### src/rtl/video_stream_tx_pkg.sv
// rtl/video_stream_tx_pkg.sv - shared types and constants for video_stream_tx
// Purpose: raster FSM state encoding, pattern select codes, output pipeline depth
//          and the per-cycle control word carried down the output pipeline.
// Ports:   none (package).
package video_stream_tx_pkg;

  typedef enum logic [2:0] {
    S_IDLE,
    S_V_PRE,
    S_LINE_ACT,
    S_LINE_BLK,
    S_V_POST
  } state_t;

  localparam logic [1:0] PAT_EXT   = 2'd0;
  localparam logic [1:0] PAT_HRAMP = 2'd1;
  localparam logic [1:0] PAT_VRAMP = 2'd2;
  localparam logic [1:0] PAT_CHK   = 2'd3;

  // Number of register stages between the FSM and the output pins.
  localparam int PIPE_DEPTH = 2;

  typedef struct packed {
    logic vvalid;
    logic hvalid;
    logic busy;
    logic frame_done;
  } ctl_t;

endpackage

### src/rtl/stream_tpg.sv
// rtl/stream_tpg.sv - combinational test pattern generator
// Purpose: pixel value for raster position (x, y) in the selected pattern.
// Ports:   x    in  XW  pixel column
//          y    in  YW  line number
//          sel  in  2   PAT_HRAMP / PAT_VRAMP / PAT_CHK (PAT_EXT gives 0)
//          pix  out DW  pattern pixel
module stream_tpg
  import video_stream_tx_pkg::*;
#(
  parameter int DW = 8,
  parameter int XW = 4,
  parameter int YW = 4
) (
  input  logic [XW-1:0] x,
  input  logic [YW-1:0] y,
  input  logic [1:0]    sel,
  output logic [DW-1:0] pix
);

  logic x4;
  logic y4;

  // Bit 4 via shift so narrow counters (fewer than 5 bits) read as 0.
  assign x4 = 1'(x >> 4);
  assign y4 = 1'(y >> 4);

  always_comb begin
    pix = '0;
    case (sel)
      PAT_HRAMP: pix = DW'(x);
      PAT_VRAMP: pix = DW'(y);
      PAT_CHK:   pix = (x4 ^ y4) ? '1 : '0;
      default:   pix = '0;
    endcase
  end

endmodule

### src/rtl/video_stream_tx.sv
// rtl/video_stream_tx.sv - raster vvalid/hvalid/data stream transmitter
// Purpose: generates frame/line timing and streams pixels from an external
//          synchronous source (pix_req -> pix_din one cycle later) or, when
//          built with STREAM_TPG_EN, from an internal test pattern.
// Ports:   clk          in  1   pixel clock
//          rst_b        in  1   asynchronous active-low reset
//          enable       in  1   frames run while high
//          pattern_sel  in  2   0 ext, 1 h-ramp, 2 v-ramp, 3 checker
//          pix_req      out 1   read strobe to pixel source
//          pix_din      in  DW  pixel from source, cycle after pix_req
//          vvalid       out 1   frame valid
//          hvalid       out 1   pixel valid
//          dout         out DW  pixel data (holds while hvalid=0)
//          frame_done   out 1   pulse on first V_POST output cycle
//          busy         out 1   high from frame start to end of V_POST
// Macro:   STREAM_TPG_EN enables pattern_sel 1..3; otherwise source is always external.
module video_stream_tx
  import video_stream_tx_pkg::*;
#(
  parameter int DW      = 8,
  parameter int H_ACT   = 1920,
  parameter int V_ACT   = 1080,
  parameter int H_BLANK = 280,
  parameter int V_PRE   = 16,
  parameter int V_POST  = 29
) (
  input  logic          clk,
  input  logic          rst_b,
  input  logic          enable,
  input  logic [1:0]    pattern_sel,
  output logic          pix_req,
  input  logic [DW-1:0] pix_din,
  output logic          vvalid,
  output logic          hvalid,
  output logic [DW-1:0] dout,
  output logic          frame_done,
  output logic          busy
);

  localparam int XW    = (H_ACT > 1) ? $clog2(H_ACT) : 1;
  localparam int YW    = (V_ACT > 1) ? $clog2(V_ACT) : 1;
  localparam int T_MAX = (V_PRE > H_BLANK) ? ((V_PRE > V_POST) ? V_PRE : V_POST)
                                           : ((H_BLANK > V_POST) ? H_BLANK : V_POST);
  localparam int TW    = $clog2(T_MAX);

  localparam logic [XW-1:0] X_LAST      = XW'(H_ACT - 1);
  localparam logic [YW-1:0] Y_LAST      = YW'(V_ACT - 1);
  localparam logic [TW-1:0] T_PRE_LAST  = TW'(V_PRE - 1);
  localparam logic [TW-1:0] T_BLK_LAST  = TW'(H_BLANK - 1);
  localparam logic [TW-1:0] T_POST_LAST = TW'(V_POST - 1);

  state_t        state, next_state;
  logic [TW-1:0] tcnt;
  logic [XW-1:0] x;
  logic [YW-1:0] y;
  logic          frame_start;
  logic          use_ext;
  ctl_t          ctl_now;
  ctl_t          pipe [PIPE_DEPTH];

  assign frame_start = (next_state == S_V_PRE) && (state != S_V_PRE);

  always_ff @(posedge clk or negedge rst_b) begin
    if (!rst_b) state <= S_IDLE;
    else        state <= next_state;
  end

  always_comb begin
    next_state = state;
    unique case (state)
      S_IDLE:     if (enable) next_state = S_V_PRE;
      S_V_PRE:    if (tcnt == T_PRE_LAST) next_state = S_LINE_ACT;
      S_LINE_ACT: if (x == X_LAST) next_state = S_LINE_BLK;
      S_LINE_BLK: if (tcnt == T_BLK_LAST) next_state = (y == Y_LAST) ? S_V_POST : S_LINE_ACT;
      S_V_POST:   if (tcnt == T_POST_LAST) next_state = enable ? S_V_PRE : S_IDLE;
      default:    next_state = S_IDLE;
    endcase
  end

  // tcnt times the fixed-length states and restarts on every state change,
  // so it never runs past its last value.
  always_ff @(posedge clk or negedge rst_b) begin
    if (!rst_b) begin
      tcnt <= '0;
      x    <= '0;
      y    <= '0;
    end else begin
      if (next_state != state || state == S_IDLE || state == S_LINE_ACT) tcnt <= '0;
      else                                                               tcnt <= tcnt + 1'b1;

      if (frame_start) begin
        x <= '0;
        y <= '0;
      end else begin
        if (state == S_LINE_ACT) x <= (x == X_LAST) ? '0 : x + 1'b1;
        if (state == S_LINE_BLK && tcnt == T_BLK_LAST) y <= (y == Y_LAST) ? '0 : y + 1'b1;
      end
    end
  end

`ifdef STREAM_TPG_EN
  logic [1:0]    sel_q;
  logic [DW-1:0] pat_pix;
  logic [DW-1:0] pat_q;

  // Pattern choice is frozen for the whole frame.
  always_ff @(posedge clk or negedge rst_b) begin
    if (!rst_b)           sel_q <= PAT_EXT;
    else if (frame_start) sel_q <= pattern_sel;
  end

  stream_tpg #(.DW(DW), .XW(XW), .YW(YW)) u_tpg (
    .x   (x),
    .y   (y),
    .sel (sel_q),
    .pix (pat_pix)
  );

  // First pipeline stage for pattern pixels, matching the source read latency.
  always_ff @(posedge clk or negedge rst_b) begin
    if (!rst_b) pat_q <= '0;
    else        pat_q <= pat_pix;
  end

  assign use_ext = (sel_q == PAT_EXT);
`else
  logic unused_pattern_sel;
  assign unused_pattern_sel = ^pattern_sel;
  assign use_ext = 1'b1;
`endif

  always_comb begin
    ctl_now            = '0;
    ctl_now.vvalid     = (state == S_V_PRE) || (state == S_LINE_ACT) || (state == S_LINE_BLK);
    ctl_now.hvalid     = (state == S_LINE_ACT);
    ctl_now.busy       = (state != S_IDLE);
    ctl_now.frame_done = (state == S_V_POST) && (tcnt == '0);
  end

  // pix_req is decoded from next_state so the registered strobe lines up with
  // the FSM state, PIPE_DEPTH cycles ahead of the matching hvalid.
  always_ff @(posedge clk or negedge rst_b) begin
    if (!rst_b) begin
      pix_req <= 1'b0;
      for (int i = 0; i < PIPE_DEPTH; i++) pipe[i] <= '0;
    end else begin
      pix_req <= (next_state == S_LINE_ACT) && use_ext;
      pipe[0] <= ctl_now;
      for (int i = 1; i < PIPE_DEPTH; i++) pipe[i] <= pipe[i-1];
    end
  end

  always_ff @(posedge clk or negedge rst_b) begin
    if (!rst_b) begin
      dout <= '0;
    end else if (pipe[PIPE_DEPTH-2].hvalid) begin
`ifdef STREAM_TPG_EN
      dout <= use_ext ? pix_din : pat_q;
`else
      dout <= pix_din;
`endif
    end
  end

  assign vvalid     = pipe[PIPE_DEPTH-1].vvalid;
  assign hvalid     = pipe[PIPE_DEPTH-1].hvalid;
  assign busy       = pipe[PIPE_DEPTH-1].busy;
  assign frame_done = pipe[PIPE_DEPTH-1].frame_done;

endmodule
### config.mk
export PLATFORM = sky130hd
export DESIGN_NAME = video_stream_tx
export DESIGN_NICKNAME = d
export VERILOG_FILES = /design/src/rtl/video_stream_tx_pkg.sv /design/src/rtl/stream_tpg.sv /design/src/rtl/video_stream_tx.sv
export SDC_FILE = /design/constraint.sdc
export NUM_CORES = 1
export LEC_CHECK = 0
export CORE_MARGIN = 10
export CORE_UTILIZATION = 55
export DETAILED_ROUTE_END_ITERATION = 6
export PLACE_DENSITY_LB_ADDON = 0.15
export SYNTH_ARGS = -nofsm -noshare
export SYNTH_HDL_FRONTEND = slang
export SYNTH_SLANG_ARGS = --single-unit
### constraint.sdc
create_clock -name clk -period 2.7 [get_ports clk]
set_clock_uncertainty 0.15 [all_clocks]
set_input_delay 0.54 -clock clk [delete_from_list [all_inputs] [get_ports clk]]
set_output_delay 0.54 -clock clk [all_outputs]
set_load 0.01 [all_outputs]
==> metrics.cfg <==
[clock_tree]
tritoncts_clock_tree = built
cts-htree-levels = 2
cts.path.max_buffers = 2
worstSkewPairLatency_ps = 310
cts_clock_pin_slew_for_the_worst_setup_and_hold_paths_ps = 100
cts.sink_count = 51
post_cts_resized = 0
hold_buffers = 0
cts-root-buf = clkbuf_8
post_cts.repair.setup_buffers = 0
cts_buffers = 5

[global_route]
grt_pass1_wl_um = 7780
grt_overflow_total = 0
antenna_violations_before_repair = 0
grt_use_total_pct = 12.8
grt_pass1_vias = 1658
maximum_number_of_pins_on_one_net_before_global_route_repair = 28

[layout]
finish.utilization_pct = 65.0
syn_to_final_growth_pct = 15.5
final_cells = 309
finalNetCount = 273
most_frequent_standard_cell_in_the_layout_excluding_fill_and_tap_cells = dfrtp_1
antenna-diode-count = 0
commonest_non_fill_non_tap_cells_in_the_layout = 51 x dfrtp_1, 22 x clkdlybuf4s50_1, 21 x nor2_1
final_layout_size_suffix_gt1_share_pct = 11.3

[yosys]
synth_cell_types = 42
avgSynthCellArea_um2 = 10.6
syn_area_um2 = 2430
synth.yosys.seq_area_share_pct = 52.5
synth-warning-count = 0
number_of_instances_in_the_synthesized_netlist = 229
ys_ff_latch = 51
synth_fp_nets = 246

[placed_design]
place_inst = 301
place.detailed.hpwl_um = 3290
gp_routability_congestion = 0.839
io_buffers = 23
preCtsSetupSlack_ps = 479

[drt]
drt-wirelength-per-cell_um = 14.7
drc = 0
dr.first_iter.drc_count = 57
vias = 1742
final_antenna_net_count = 0
avgViaCountPerCell = 5.64
wl_um = 4550
drt_first_pass_iters = 4

[pwr]
power.leakage_uw = 0.00114
power_per_cell_area_nw_per_um2 = 446
max-vdd-ir-drop_v = 0.000342

[sta]
maxSlewHeadroom_pct = 51.2
post-route-worst-setup-slack_ps = 473
fmax_mhz = 449
tightestPinTransition_ps = 731
rsz0062_at_grt = no
finalHoldViolations = 0
timing_max_transition_violations_final = 0
final_setup_violation_count = 0
period_minus_slack_ps = 2230
timing.setup.tns_ps = 0
final_min_period_over_clock_period_pct = 82.5

[run]
timing.max_cap.violations = 0

[die]
floorplan.rows = 24
die_h_um = 86.5
design.die.area_um2 = 7480
boundaryPins = 26
core_region_area_um2 = 4320
floorplan.initialDensity_pct = 56.3
chipWidth_um = 86.5

[critical_path]
critical_path.max_fanout = 9
critPathLaunchType = register
crit_path_end_kind = register
r2r.worst_path.cells = 6
worstSetupPathType = register to register
worst-endpoint-arrival_ps = 2300
required_ps = 2770

[outcome]
status = completed

[hold_path]
worstHoldPathType = input port to asynchronous set/reset pin

cell families (layout without fill, tap and decap cells):
| family | after synthesis | after routing | synth area share, % |
|---|---|---|---|
| compound gates | 35 | 35 | 8.64 |
| fa+ha+maj | 4 | 4 | 2.06 |
| xor+xnor | 16 | 16 | 5.76 |
| simple gates | 95 | 95 | 23.4 |
| buf+inv | 19 | 47 | 3.55 |
| flops | 51 | 51 | 52.5 |
| mux | 9 | 9 | 4.12 |
where the power goes:
group	total [uW]	switching, uW	internal, uW
Clock	461	270	191
Sequential	763	0	763
Combinational	29.8	16.2	13.7
routing by layer:
layer / vias to the layer above / share of wire (%) / global-route usage, %
li1: 875 / - / -
met1: 842 / 47 / 16.4
met2: 20 / 48 / 19.9
met3: 5 / 4.4 / 4.50
met4: 0 / 1.1 / 3.53
met5: - / 0 / 0
synth_stat cells:
master     instances  area (um2)
nand3b_1           1        7.51
inv_1             11        41.3
clkbuf_2           1        5.00
xor2_1             3        26.3
or3_1             10        62.6
nor3_1             3        15.0
buf_4              1        7.51
and3_4             1        11.3
a2111oi_1          1        10.0
or3b_2             1        8.76
mux2_2             8        90.1
a41oi_1            1        8.76
a211oi_1           6        45.0
nand2b_1           1        6.26
a21oi_1           13        65.1
nor2b_1            3        18.8
and4b_4            1        13.8
mux2i_1            1        10.0
and4b_1            2        20.0
nor4_2             2        25.0
o2bb2ai_1          1        8.76
nor2_1            21        78.8
a31o_2             1        8.76
o211ai_1           1        7.51
dfrtp_1           51        1280
and3_1             1        6.26
nor4b_1            3        26.3
nand4_1           10        62.6
o21ai_0            9        45.0
o22ai_1            1        6.26
nor4b_4            1        23.8
nand2_1           14        52.6
ha_1               4        50.1
clkbuf_1           3        11.3
o21ai_1            1        5.00
buf_2              2        10.0
nand3_1           12        60.1
nor4_1             1        6.26
nor4bb_1           2        20.0
and4_1             5        43.8
xnor2_1           13         114
buf_6              1        11.3
registers in the layout, indices dropped and copies added (netlist names):
signal / flops
busy: 1
dout: 8
frame_done: 1
hvalid: 1
pipe: 4
pix_req: 1
state: 3
tcnt: 9
vvalid: 1
x: 11
y: 11
stage by stage:
| step | power [uW] | hold slack [ps] | cell area [um2] |
|---|---|---|---|
| floorplan | 779 | 94.4 | 2430 |
| global placement | 809 | 183 | 2720 |
| detailed placement | 810 | 189 | 2720 |
| CTS | 1270 | 86.7 | 2810 |
| global route | 1310 | 92.9 | 2810 |
| finish | 1250 | 69.5 | 2810 |
area by class of cell:
| cell class | instances | area (um2) |
|---|---|---|
| Fill cell | 340 | 1510 |
| Clock inverter | 3 | 26.3 |
| Clock buffer | 5 | 68.8 |
| Multi-Input combinational cell | 159 | 1070 |
| Sequential cell | 51 | 1280 |
| Tap cell | 52 | 65.1 |
| Timing Repair Buffer | 28 | 263 |
| Inverter | 11 | 41.3 |
worst max-delay path, stage by stage, from the launching register on:
cell and delay [ps]:
dfrtp_1 420, inv_1 60, ha_1 200, and4b_1 190, a2111oi_1 470, o2bb2ai_1 350
a211oi_1 290
path summary, 6_finish.rpt:
path / from / end / slack (ps)
worst max-delay path: tcnt[0]$_DFF_PN0_ / tcnt[1]$_DFF_PN0_ / 470
worst min-delay path: rst_b / y[0]$_DFFE_PN0P_ / 70
worst max register to register: tcnt[0]$_DFF_PN0_ / tcnt[1]$_DFF_PN0_ / 470
worst min register to register: pipe[4]$_DFF_PN0_ / frame_done$_DFF_PN0_ / 210
max in group asynchronous: rst_b / tcnt[3]$_DFF_PN0_ / 1700
min in group clk: pipe[4]$_DFF_PN0_ / frame_done$_DFF_PN0_ / 210
Note: power is estimated with default switching activity, not from simulation.
==> RTL change, RTL diff (config.mk and constraints unchanged) <==
The 5 states of `state_t` get a one-hot encoding in 5 bits.
--- a/src/rtl/video_stream_tx_pkg.sv
+++ b/src/rtl/video_stream_tx_pkg.sv
@@ -6,8 +6,8 @@
 
-  typedef enum logic [2:0] {
-    S_IDLE,
-    S_V_PRE,
-    S_LINE_ACT,
-    S_LINE_BLK,
-    S_V_POST
+  typedef enum logic [4:0] {
+    S_IDLE     = 5'b00001,
+    S_V_PRE    = 5'b00010,
+    S_LINE_ACT = 5'b00100,
+    S_LINE_BLK = 5'b01000,
+    S_V_POST   = 5'b10000
   } state_t;
Behaviour: same outputs for any inputs over 10 cycles, from zero or initial values and one cycle with rst_b low; not proved beyond that.
==> RTL change against the original RTL <==
- worst setup slack worse by 310 ps
- first-iteration DRC count is 140% higher
- sequential share of layout area is 0.70 points lower
- routed wire length is 13% higher
- critical path type unchanged
- maximum frequency is 12% lower
- synthesized cell count is 10% higher
- sequential cell count is 2 higher
- final area is 5.7% higher
- synthesized area is 4.9% higher
- critical path depth is 2 lower
Power is not compared: it rests on default switching activity, and its combinational part moved more than twofold at a synthesized area within 25%.
==> RTL change: results (changes against the original RTL) <==
| Metric | Value |
|---|---|
| Final HPWL DP | 3.789 mm (+15%) |
| Ys flop type | dfrtp_1 |
| Synth cell count leaders | dfrtp_1, nor2_1, nand2_1 |
| Net count, final | 302 (+11%) |
| Global-route wire length before repair | 9.294 mm (+20%) |
| Clk buf depth | 2 (unchanged) |
| Async S/R FF share, synth | 100.0% (unchanged) |
| Placed cell areas | 2873 um^2 (+5.8%) |
| Met1 usage in global routing | 18.47% (+2.1 points) |
| Leakage Power | 1.336 nW |
| Yosys Warn Count | 0 (unchanged) |
| Post-synth EDFFs | 0 (unchanged) |
| Iter 0 DRT Violations | 136 (+140%) |
| Grt met3 use | 4.085% (-0.42 points) |
| Drt first pass iters | 4 (unchanged) |
| Initial antenna violation count | 0 (unchanged) |
| Synth top area cells | dfrtp_1, xor2_1, nor2_1, mux2_2, nand2_1 |
| Crit path arrival time | 2620 ps (+320 ps) |
| Gr usage total | 14.45% (+1.7 points) |
| Fin Hold WS | 208.3 ps (+138.9 ps) |
| Reg2Reg Setup Slack | 160 ps (-310 ps) |
| Post-synth cell types | 42 (unchanged) |
| Layout cells sized above 1 | 12.24% (+0.95 points) |
| Total Wirelength | 5.144 mm (+13%) |
| Worst vdd ir | 332.5 uV |
| Crit Reg-Reg Startpoint | tcnt[5]$_DFF_PN0_ |
| Worst hold path class | register to register |
| Outcome | finished, final reports clean |
| Latest clock arrival within the worst-skew pair | 300 ps |
| Hold-critical path endpoint | frame_done$_DFF_PN0_ |
| H-tree depth | 2 (unchanged) |
| Syn nets | 270 (+9.8%) |
| Worst-path fanout max | 6 (-3) |
| Sequential share of the synthesized area | 52.04% (-0.43 points) |
| Setup crit start kind | register |
| Largest net degree at the start of global routing | 34 (+21%) |
| M2 GR Usage | 23.08% (+3.2 points) |
| TritonCTS Buffers | 5 (unchanged) |
| Fillcell total | 376 (+11%) |
| Vias | 2013 (+16%) |
| Routability cong. | 0.8422 (+0.43%) |
| WHS Path Cells | 0 |
| R2R cell count | 4 (-2) |
| Worst-Margin Slew | 554.8 ps (-176.5 ps) |
| R2R Path End | y[3]$_DFFE_PN0P_ |
[RTL change: cell count changes after synthesis, sizes merged, moves of 4 or more]
cell    delta
a211oi     -6
nand2      +8
nor2       +8
nor3      +11
or3        -9
or4        +4
xnor2      -7
xor2      +10
[RTL change: layer usage]
| layer | vias to the layer above | part of all wire (%) |
|---|---|---|
| met5 | - | 0 |
| met4 | 0 | 1.6 |
| met3 | 10 | 6.2 |
| met2 | 45 | 47 |
| met1 | 987 | 45 |
| li1 | 971 | - |
[RTL change: cell families after synthesis]
logic type,synth area share (%)
AO/OA/AOI/OAI,8.828
XOR/XNOR,6.523
flip-flops,52.04
AND/OR/NAND/NOR,23.84
adder cells (fa/ha/maj),1.962
multiplexers,3.924
buffers and inverters,2.894
[RTL change: what timing repair did]
| action | in CTS | in global routing |
|---|---|---|
| endpoints found under the hold margin | 2 | 0 |
| setup endpoints to repair | 0 | 0 |
| gates resized for setup | 0 | 0 |
| hold buffers | 1 | 0 |
[RTL change: power by group through the flow]
stage                     clock, mW  sequential, mW  combinational (mW)
after floorplan                   0           0.899               0.282
after global routing          0.472           0.912               0.472
final                         0.428           0.906               0.410
after detailed placement          0           0.921               0.412
after CTS                     0.450           0.906               0.416
after global placement            0           0.918               0.400
[RTL change: layout make-up]
class                           count  area share, %
Multi-Input combinational cell    183          38.73
Sequential cell                    53          44.71
Clock inverter                      3         0.5900
Tap cell                           52          2.191
Clock buffer                        5          2.318
Timing Repair Buffer               34          10.45
Inverter                            8          1.011
[RTL change: stage by stage]
step	setup slack [ps]	total power, mW	instances	utilization, %
CTS	175.7	1.772	338	67.26
finish	163.2	1.743	338	67.26
floorplan	265.5	1.181	253	-
global route	111.9	1.857	338	67.26
global placement	227.6	1.317	329	65.08
detailed placement	198.2	1.333	329	65.08
[RTL change: worst max-delay path: stages, from the launching register on]
cell and delay, ps:
dfrtp_1 440, or4b_4 590, or4_1 610, or4_4 560, a21oi_2 140
[RTL change: worst max path at each step]
stage / to / slack (ps)
finish: y[3]$_DFFE_PN0P_ / 160
global route: y[7]$_DFFE_PN0P_ / 110
CTS: y[3]$_DFFE_PN0P_ / 180
detailed placement: y[3]$_DFFE_PN0P_ / 200
global placement: y[3]$_DFFE_PN0P_ / 230
floorplan: y[3]$_DFFE_PN0P_ / 270
